--- src/rtl/usb_in_arbiter.sv ---
// Round-robin arbiter sharing the USB CDC IN byte stream between NUM_REQ requesters.
// Grants last a whole message; a grant is revoked if the owner stalls for TIMEOUT cycles.
module usb_in_arbiter #(
  parameter int NUM_REQ = 2,
  parameter int TIMEOUT = 255
) (
  input  logic                 clk_i,
  input  logic                 rstn_i,
  input  logic [8*NUM_REQ-1:0] req_data_i,
  input  logic [NUM_REQ-1:0]   req_valid_i,
  input  logic [NUM_REQ-1:0]   req_last_i,
  output logic [NUM_REQ-1:0]   req_ready_o,
  output logic [7:0]           in_data_o,
  output logic                 in_valid_o,
  input  logic                 in_ready_i,
  output logic [NUM_REQ-1:0]   grant_o,
  output logic                 busy_o,
  output logic                 timeout_o
);

  localparam int IW = $clog2(NUM_REQ);
  localparam int CW = $clog2(TIMEOUT + 1);

  typedef enum logic {
    S_IDLE  = 1'b0,
    S_GRANT = 1'b1
  } state_t;

  state_t               r_state;
  logic [IW-1:0]        r_g;
  logic [IW-1:0]        r_last_grant;
  logic [CW-1:0]        r_cnt;
  logic [NUM_REQ-1:0]   r_grant;

  logic                 w_valid_g;
  logic                 w_last_g;
  logic                 w_xfer;
  logic                 w_timeout;
  logic                 w_found;
  logic [IW-1:0]        w_pick;

  // Handshake: a byte moves when valid and ready are both high in the same cycle;
  // the granted requester's valid/data/last pass straight to the core and in_ready_i
  // returns only to that requester. Non-granted requesters always see ready low.
  assign w_valid_g = req_valid_i[r_g];
  assign w_last_g  = req_last_i[r_g];
  assign w_xfer    = (r_state == S_GRANT) && w_valid_g && in_ready_i;
  assign w_timeout = (r_state == S_GRANT) && !w_valid_g && (r_cnt == CW'(TIMEOUT - 1));

  // First valid requester searching upward from the one after the last owner.
  always_comb begin
    w_found = 1'b0;
    w_pick  = '0;
    for (int i = 1; i <= NUM_REQ; i++) begin
      if (!w_found && req_valid_i[(int'(r_last_grant) + i) % NUM_REQ]) begin
        w_found = 1'b1;
        w_pick  = IW'((int'(r_last_grant) + i) % NUM_REQ);
      end
    end
  end

  always_comb begin
    req_ready_o = '0;
    in_data_o   = '0;
    in_valid_o  = 1'b0;
    if (r_state == S_GRANT) begin
      in_data_o        = req_data_i[{r_g, 3'b000} +: 8];
      in_valid_o       = w_valid_g;
      req_ready_o[r_g] = in_ready_i;
    end
  end

  always_ff @(posedge clk_i or negedge rstn_i) begin
    if (!rstn_i) begin
      r_state      <= S_IDLE;
      r_g          <= '0;
      r_last_grant <= IW'(NUM_REQ - 1);
      r_cnt        <= '0;
      r_grant      <= '0;
    end else begin
      case (r_state)
        S_IDLE: begin
          r_cnt <= '0;
          if (w_found) begin
            r_g     <= w_pick;
            r_grant <= NUM_REQ'(1) << w_pick;
            r_state <= S_GRANT;
          end
        end
        S_GRANT: begin
          if (w_xfer) begin
            r_cnt <= '0;
            if (w_last_g) begin
              r_state      <= S_IDLE;
              r_last_grant <= r_g;
              r_grant      <= '0;
            end
          end else if (w_valid_g) begin
            // Core backpressure never counts toward the stall timeout.
            r_cnt <= '0;
          end else if (w_timeout) begin
            r_state      <= S_IDLE;
            r_last_grant <= r_g;
            r_grant      <= '0;
            r_cnt        <= '0;
          end else begin
            r_cnt <= r_cnt + 1'b1;
          end
        end
        default: r_state <= S_IDLE;
      endcase
    end
  end

  assign grant_o   = r_grant;
  assign busy_o    = (r_state == S_GRANT);
  assign timeout_o = w_timeout;

endmodule
--- config.mk ---
export PLATFORM = sky130hd
export DESIGN_NAME = usb_in_arbiter
export DESIGN_NICKNAME = d
export VERILOG_FILES = /design/src/rtl/usb_in_arbiter.sv
export SDC_FILE = /design/constraint.sdc
export NUM_CORES = 1
export LEC_CHECK = 0
export CAP_MARGIN = 10
export CORE_MARGIN = 3
export CORE_UTILIZATION = 39
export DETAILED_ROUTE_END_ITERATION = 8
export MAX_ROUTING_LAYER = met4
export PLACE_DENSITY = 0.78
export SYNTH_ARGS = -nofsm -noshare
export SYNTH_HDL_FRONTEND = slang
export SYNTH_SLANG_ARGS = --single-unit
--- constraint.sdc ---
create_clock -name clk_i -period 2 [get_ports clk_i]
set_clock_uncertainty 0.15 [all_clocks]
set_input_delay 0.3 -clock clk_i [delete_from_list [all_inputs] [get_ports clk_i]]
set_output_delay 0.3 -clock clk_i [all_outputs]
set_load 0.01 [all_outputs]
## Word-level counts from Yosys, hierarchy flattened

Cells that the tools add are included.

| cells by class | value |
|---|---|
| add/subtract/negate cells | 3 |
| $lt $le $gt $ge | 4 |
| eq/ne operators | 7 |
| shift-type cells | 2 |
| mux-type cells | 39 |
| bitwise operators | 4 |
| reductions and logical operators | 12 |

Operator list:

| cell | count |
|---|---|
| $mux 8 | 4 |
| $mux 1 | 25 |
| $pmux 8 s2 | 1 |
| $shiftx 16x5->8 | 1 |
| $mux 2 | 6 |
| $add 8x1->8 const B | 1 |
| $eq 8x8->1 const B | 1 |
| $reduce_and 4->1 | 2 |
| $logic_and 1x1->1 | 6 |
| $lt 2x3->1 const B | 2 |
| $ne 3x2->1 const B | 2 |
| $ne 2x2->1 const B | 2 |
| $pmux 2 s2 | 1 |
| $ne 3x3->1 const B | 1 |
| $add 1x1->1 const B | 2 |
| $and 1x1->1 const A | 2 |
| $and 2x2->2 | 1 |
| $logic_not 1->1 | 2 |
| $lt 1x2->1 const B | 1 |
| $ne 2x1->1 const B | 1 |
| $pmux 1 s2 | 1 |
| $reduce_and 2->1 | 1 |
| $reduce_bool 2->1 | 1 |
| $shl 1x1->2 const A | 1 |
| other kinds (3) | 3 |

| storage, ports and cells | value |
|---|---|
| flip-flop bits (word level) | 13 |
| input port bits | 23 |
| output and inout bits | 15 |
| logic and storage cells | 76 |

## Depth between registers and ports, before layout

Gate-level depths: netlist of run 1.

| logic depth | value |
|---|---|
| word-level depth | 12 |
| mapped depth | 5 |
| depth with buffers taken out | 5 |

## Worst setup path after synthesis of run 1

No wires, ideal clock.

| timing path | value |
|---|---|
| kind | reg2reg |
| from | register r_g |
| to | register r_last_grant |
| setup time | 0.082 ns |
| data arrival time | 1.416 ns |
| required time | 1.768 ns |
| path slack | 0.352 ns |
| stages on the path, launching flop included | 6 |
| path buffers | 1 |
| period minus slack after synthesis | 1.648 ns |
| path through | dfrtp_1 -> buf_6 -> mux2i_1 -> or3_1 -> o21ai_2 -> mux2_4 |

| on the way | value |
|---|---|
| longest elaborated chain between the ends | 7 |
| elaborated cells on any way between the ends | 17 |
| those cells by class | eq/ne (2); mux (8); reduce/logical (7) |

Ends and longest elaborated chain:

| element | RTL line | text |
|---|---|---|
| start, declared | 30 | `logic [IW-1:0] r_g;` |
| start signal, assigned | 85 | `r_g <= w_pick;` |
| $mux 1 (implied by the code) (2 in series) | 45 | `assign w_valid_g = req_valid_i[r_g];` |
| $logic_not 1->1 | 48 | `assign w_timeout = (r_state == S_GRANT) && !w_valid_g && (r_cnt == CW'(TIMEOUT - 1));` |
| $logic_and 1x1->1 (2 in series) | 48 |  |
| $reduce_bool 2->1 (no line) | - |  |
| $reduce_and 4->1 (no line) | - |  |
| end signal, assigned | 77 | `r_last_grant <= IW'(NUM_REQ - 1);` |
| end signal, assigned | 95 | `r_last_grant <= r_g;` |
| end signal, assigned | 103 | `r_last_grant <= r_g;` |
| end, declared | 31 | `logic [IW-1:0] r_last_grant;` |

Parallel ways exist; a longest one is shown, timed or not. The select of a mux whose other input is x is not followed.
A chain may end at the register's enable or synchronous reset.

## Worst setup path in the final report of run 1

| timing path | value |
|---|---|
| from | register r_g |
| to | output in_data_o[2] |

| on the way | value |
|---|---|
| longest elaborated chain between the ends | 2 |

Ends and longest elaborated chain:

| element | RTL line | text |
|---|---|---|
| $shiftx 16x5->8 | 67 | `in_data_o = req_data_i[{r_g, 3'b000} +: 8];` |
| $mux 8 | 66 | `if (r_state == S_GRANT) begin` |
| end, declared | 13 | `output logic [7:0] in_data_o,` |

Every way passes these cells.

==> results of run 1 <==
metrics by stage:
stage / area, µm² / TNS [ns] / total power, mW
final: 1292 / 0 / 1.299
after floorplan: 774.5 / 0 / 0.7639
after detailed placement: 1225 / -0.3628 / 1.098
after CTS: 1265 / 0 / 1.263
after global routing: 1292 / 0 / 1.394
after global placement: 1225 / -0.3305 / 1.077
metal layers:
layer	up-vias	track usage [%]	share of wire (%)
met2	37	32.17	47
met3	2	6.231	10
met4	0	6.726	0.78
met1	369	20.85	42
met5	-	-	0
li1	390	-	-
cell usage after synthesis, drive strengths merged:
library cell,count,share of area (%)
nor2,23,11
dfrtp,12,39
mux2i,10,13
xor2,5,5.7
nand2,4,1.9
nand3,4,2.6
and3,3,2.4
nand4,3,2.4
nor3,3,1.9
buf,2,2.9
ha,2,3.2
inv,2,0.97
a21oi,1,0.65
and4,1,1.1
clkbuf,1,0.48
dfstp,1,3.4
mux2,1,1.9
nand2b,1,0.81
nor2b,1,0.81
o21ai,1,1.1
o22ai,1,0.81
or3,1,0.81
xnor2,1,1.1
state kept, by name, summed over array words and instances, names as in the netlist:
signal and cells:
r_cnt 8, grant_o 2, busy_o 1, r_g 1, r_last_grant 1
final cells by class:
cell class                      instances  area (µm²)
Fill cell                             152       509.2
Timing Repair Buffer                   51       483.0
Multi-Input combinational cell         66       417.9
Sequential cell                        13       326.6
Tap cell                               25       31.28
Clock buffer                            4       26.28
Inverter                                2       7.507
critical path, delay by kind of cell (launching register included):
kind,cells,cell delay (ns)
simple gates,1,0.06
buf+inv,3,0.57
flops,1,0.41
mux,1,0.17
cells by family (layout without fill, tap and decap cells):
logic type	Yosys count	in the layout	synth area share, %
flops	13	13	42.17
xor+xnor	6	6	6.785
buf+inv	5	57	4.362
mux	11	11	14.86
compound gates	3	3	2.585
fa+ha+maj	2	2	3.231
simple gates	44	44	26.01
worst paths after layout:
check / from / to / slack [ns]
worst max-delay path: r_g / in_data_o[2] / 0.07
max in group asynchronous: rstn_i / r_last_grant / 1.08
worst min register to register: r_cnt[5] / r_cnt[5] / 0.41
worst min-delay path: rstn_i / r_cnt[2] / 0.24
worst max register to register: r_g / r_last_grant / 0.24
min in group clk_i: r_cnt[5] / r_cnt[5] / 0.41
power by group through the flow:
stage	Clock (mW)	Combinational [mW]	Sequential [mW]
floorplan	0	0.370	0.394
global placement	0	0.701	0.375
detailed placement	0	0.718	0.380
CTS	0.163	0.722	0.378
global route	0.175	0.832	0.387
finish	0.155	0.763	0.380
repair_timing:
action / in CTS / in global routing
pin swaps: 0 / 1
gates cloned: 0 / 0
endpoints found under the setup margin: 11 / 8
gates resized for setup: 11 / 9
setup buffers: 3 / 1
==> impl_metrics.yaml, run 1 <==
outcome:
  outcome: "finished, final reports clean"
power_and_ir_drop:
  peakVddDrop_mv: 0.8048
  p_leak_nw: 0.6297
  power_density_nw_per_um2: 1005
  p_comb_share_pct: 58.8
  p_sw_share_pct: 35.69
  seqPwrFrac_pct: 29.3
  switching_power_mw: 0.4637
  power.internal_mw: 0.8354
  clockPowerShare_pct: 12.0
sta:
  worstMarginPinSlew_ns: 0.5649
  finalSetupViolCount: 0
  min_period_ns: 1.932
  min_period_over_period_pct: 96.60
  hold_viol: 0
  max_freq_mhz: 517.6
  rsz0062_at_grt: "no"
  hold-worst-slack_ns: 0.2379
  maxSlewHeadroom_pct: 62.22
  timing.final.ws_setup_ns: 0.06805
  slew_violations: 0
worst_setup_path:
  arrival_ns: 1.48
  path_cells: "buf_6 > buf_4 > mux2i_1 > nor2_1 > dlygate4sd2_1"
  slowest_delay_ns: 0.41
  critPathKind: "reg -> out"
  cp.required_ns: 1.55
  cp_max_fo: 5
  endpoint_kind: "output port"
  reg2regPathDepth: 6
  cp_slowest_cell: "dfrtp_1"
  crit_path_start_kind: "flop"
placement:
  place_ws_ns: -0.1885
  gp_congestion: 0.7268
  dp_hpwl_um: 1672
  place_inst: 153
  port-buffer-count: 37
cts:
  cts_max_level: 1
  cts.clk_slew.worst_paths_ns: 0.08
  clock_latency_ns: 0.27
  cts.sinks: 13
  cts_max_path_buffers: 2
  tritoncts: "yes"
  root_buffer: "clkbuf_4"
  postCtsHoldBufs: 0
  cts_buffers: 3
synthesis:
  syn_inst: 84
  synth_nets: 109
  synth_cell_types: 23
  yosys_warnings: 0
  ys_seq_elements: 13
  synth_area_per_cell_um2: 9.220
  synth_seq_area_share_pct: 42.16
  mappedNetlistArea_um2: 774.5
final_layout:
  layout.cells.most_common_list: "clkdlybuf4s50_1 (26), nor2_1 (23), dfrtp_1 (12), buf_4 (12), mux2i_1 (9)"
  finish.utilization_pct: 71.74
  fin_nets: 162
  synthToLayoutAreaGrowth_pct: 66.88
  diodes: 0
  final_cells: 161
  drive_above_1_share_pct: 15.44
  layout_commonest_cell: "clkdlybuf4s50_1"
route:
  drt_drc_violations_left: 0
  drt-initial-drc-count: 2
  dr.pass1.iters: 4
  num_vias: 798
  ant_nets: 0
  wl_per_cell_um: 13.47
  routed_wl_um: 2169
  viasPerCell: 4.957
floorplanning:
  die_h_um: 50.57
  core_area_um2: 1802
  die_w_um: 50.57
  pin_count: 38
  initial_utilization_pct: 42.99
  dieArea_um2: 2557
  row_count: 15
grt:
  grt_pass1_wl_um: 3622
  grt_pass1_vias: 847
  antenna_found_initial: 0
  grt_usage_pct: 19.01
  grt_remaining_overflow: 0
  grt_max_degree: 14
flow_run:
  cap_violations: 0
min_path:
  hp-class: "in -> async"
No activity file was read; power rests on OpenSTA's default activity.
==> run 2, diff against run 1 <==
- CORE_ASPECT_RATIO: not set -> 1.25
- CORE_UTILIZATION: 39 -> 41
- CTS_BUF_LIST: not set -> sky130_fd_sc_hd__clkbuf_8
- PLACE_DENSITY: 0.78 -> 0.81
==> impl_metrics.yaml, run 2 (synthesis results as in run 1) <==
sta:
  hold_viol: 0
  timing.final.ws_setup_ns: 0.05382
  hold-worst-slack_ns: 0.2793
  min_period_over_period_pct: 97.31
  worstMarginPinSlew_ns: 0.5826
  slew_violations: 0
  finalSetupViolCount: 0
  min_period_ns: 1.946
  rsz0062_at_grt: "no"
  max_freq_mhz: 513.8
  maxSlewHeadroom_pct: 61.04
  fin_setup_tns_ns: 0
final_layout:
  top_register: "r_cnt"
  synthToLayoutAreaGrowth_pct: 65.59
  finish.utilization_pct: 76.26
  fin_nets: 161
  drive_above_1_share_pct: 15.56
  layout.cells.most_common_list: "clkdlybuf4s50_1 (27), nor2_1 (23), dfrtp_1 (12), buf_4 (12), dlygate4sd2_1 (10)"
  diodes: 0
  layout_commonest_cell: "clkdlybuf4s50_1"
  largest_reg_flops: 8
floorplanning:
  initial_utilization_pct: 46.06
  dieArea_um2: 2450
  core_area_um2: 1682
  row_count: 16
  pin_count: 38
  die_h_um: 54.60
  die_w_um: 44.88
outcome:
  outcome: "finished, final reports clean"
placement:
  place_ws_ns: -0.3022
  dp_hpwl_um: 1573
  port-buffer-count: 37
  gp_congestion: 0.7393
worst_setup_path:
  critPathKind: "reg -> out"
  crit_path_start_kind: "flop"
  crit_buf_inv: 2
  arrival_ns: 1.50
  reg2reg_from: "r_g"
  cp_top_family: "buffers and inverters"
  cp_max_fo: 11
  cp_slowest_cell: "clkdlybuf4s50_1"
  endpoint_kind: "output port"
  r2r-end: "r_last_grant"
  slowest_delay_ns: 0.53
  cp.required_ns: 1.55
  reg2reg_slack_ns: 0.23
  reg2regPathDepth: 6
  path_cells: "buf_8 > and3_1 > clkdlybuf4s50_1"
grt:
  grt_pass1_vias: 780
  antenna_found_initial: 0
  grt_pass1_wl_um: 3374
  grt_max_degree: 14
  grt_usage_pct: 19.66
  grt_remaining_overflow: 0
route:
  num_vias: 795
  routed_wl_um: 2117
  route.met3.wl_um: 264
  highest_layer: "met4"
  viasPerCell: 5.196
  drt-initial-drc-count: 4
  wl_per_cell_um: 13.84
  ant_nets: 0
  dr.pass1.iters: 4
  met1Wirelength_um: 851
  wl_met2_um: 965
  drt_drc_violations_left: 0
cts:
  cts.sinks: 13
  clock_latency_ns: 0.24
  cts_max_path_buffers: 2
  cts_max_level: 1
  root_buffer: "clkbuf_8"
  cts.clk_slew.worst_paths_ns: 0.05
  postCtsHoldBufs: 0
  tritoncts: "yes"
  cts_buffers: 3
power_and_ir_drop:
  switching_power_mw: 0.4692
  p_leak_nw: 0.6272
  total_power_mw: 1.359
  seqPwrFrac_pct: 28.5
  peakVddDrop_mv: 0.6574
  p_comb_share_pct: 54.9
  power.internal_mw: 0.8897
  p_sw_share_pct: 34.53
  power_density_nw_per_um2: 1060
  clockPowerShare_pct: 16.6
flow_run:
  cap_violations: 0
min_path:
  hp-class: "in -> async"
[run 2: cell types whose count changed in the layout (fill, tap and decap cells not counted)]
cell             before  now
clkdlybuf4s15_1       5    0
buf_6                 1    0
clkbuf_8              0    3
clkdlybuf4s50_1      26   27
dlymetal6s2s_1        1    0
dlygate4sd2_1         5   10
clkbuf_4              3    0
clkbuf_1              1    0
inv_2                 0    1
[run 2: power by group through the flow]
stage          combinational (mW)  clock (mW)  sequential [mW]
2_1_floorplan               0.370           0            0.394
3_3_place_gp                0.677           0            0.382
3_5_place_dp                0.689           0            0.385
4_1_cts                     0.669       0.233            0.385
5_1_grt                     0.811       0.247            0.397
6_report                    0.746       0.225            0.388
[run 2: final cells by class]
type | count | area (µm²)
inverter | 2 | 7.507
tap | 18 | 22.52
fill | 119 | 399.1
multi-input combinational | 66 | 417.9
clock buffer | 3 | 41.29
clock inverter | 1 | 3.754
timing repair buffer | 50 | 462.9
sequential | 13 | 326.6
[run 2: how the worst max path moves through the flow]
stage / start / end / slack, ns / depth (start not counted)
floorplan: r_g / r_last_grant / 0.35 / 5
global placement: req_valid_i[1] / timeout_o / -0.30 / 5
detailed placement: req_valid_i[1] / timeout_o / -0.30 / 5
CTS: r_g / req_ready_o[1] / 0.005 / 3
global route: req_valid_i[1] / timeout_o / 0.002 / 5
finish: r_g / req_ready_o[1] / 0.05 / 3
[run 2: routing by layer]
metal  up-vias  track usage, %
li1        387               -
met3         5           5.263
met4         0           8.780
met2        40           33.49
met1       363           21.34
met5         -               -
[run 2: timing repair]
item	in CTS	in global routing
pin swaps	0	1
resized for setup	13	1
setup endpoints to repair	11	2
buffers inserted	1	5
[run 2: stage by stage]
step,area (µm²),instances
after floorplan,774.5,84
after global placement,1194,143
after detailed placement,1194,143
after CTS,1241,148
after global routing,1282,153
final,1282,153
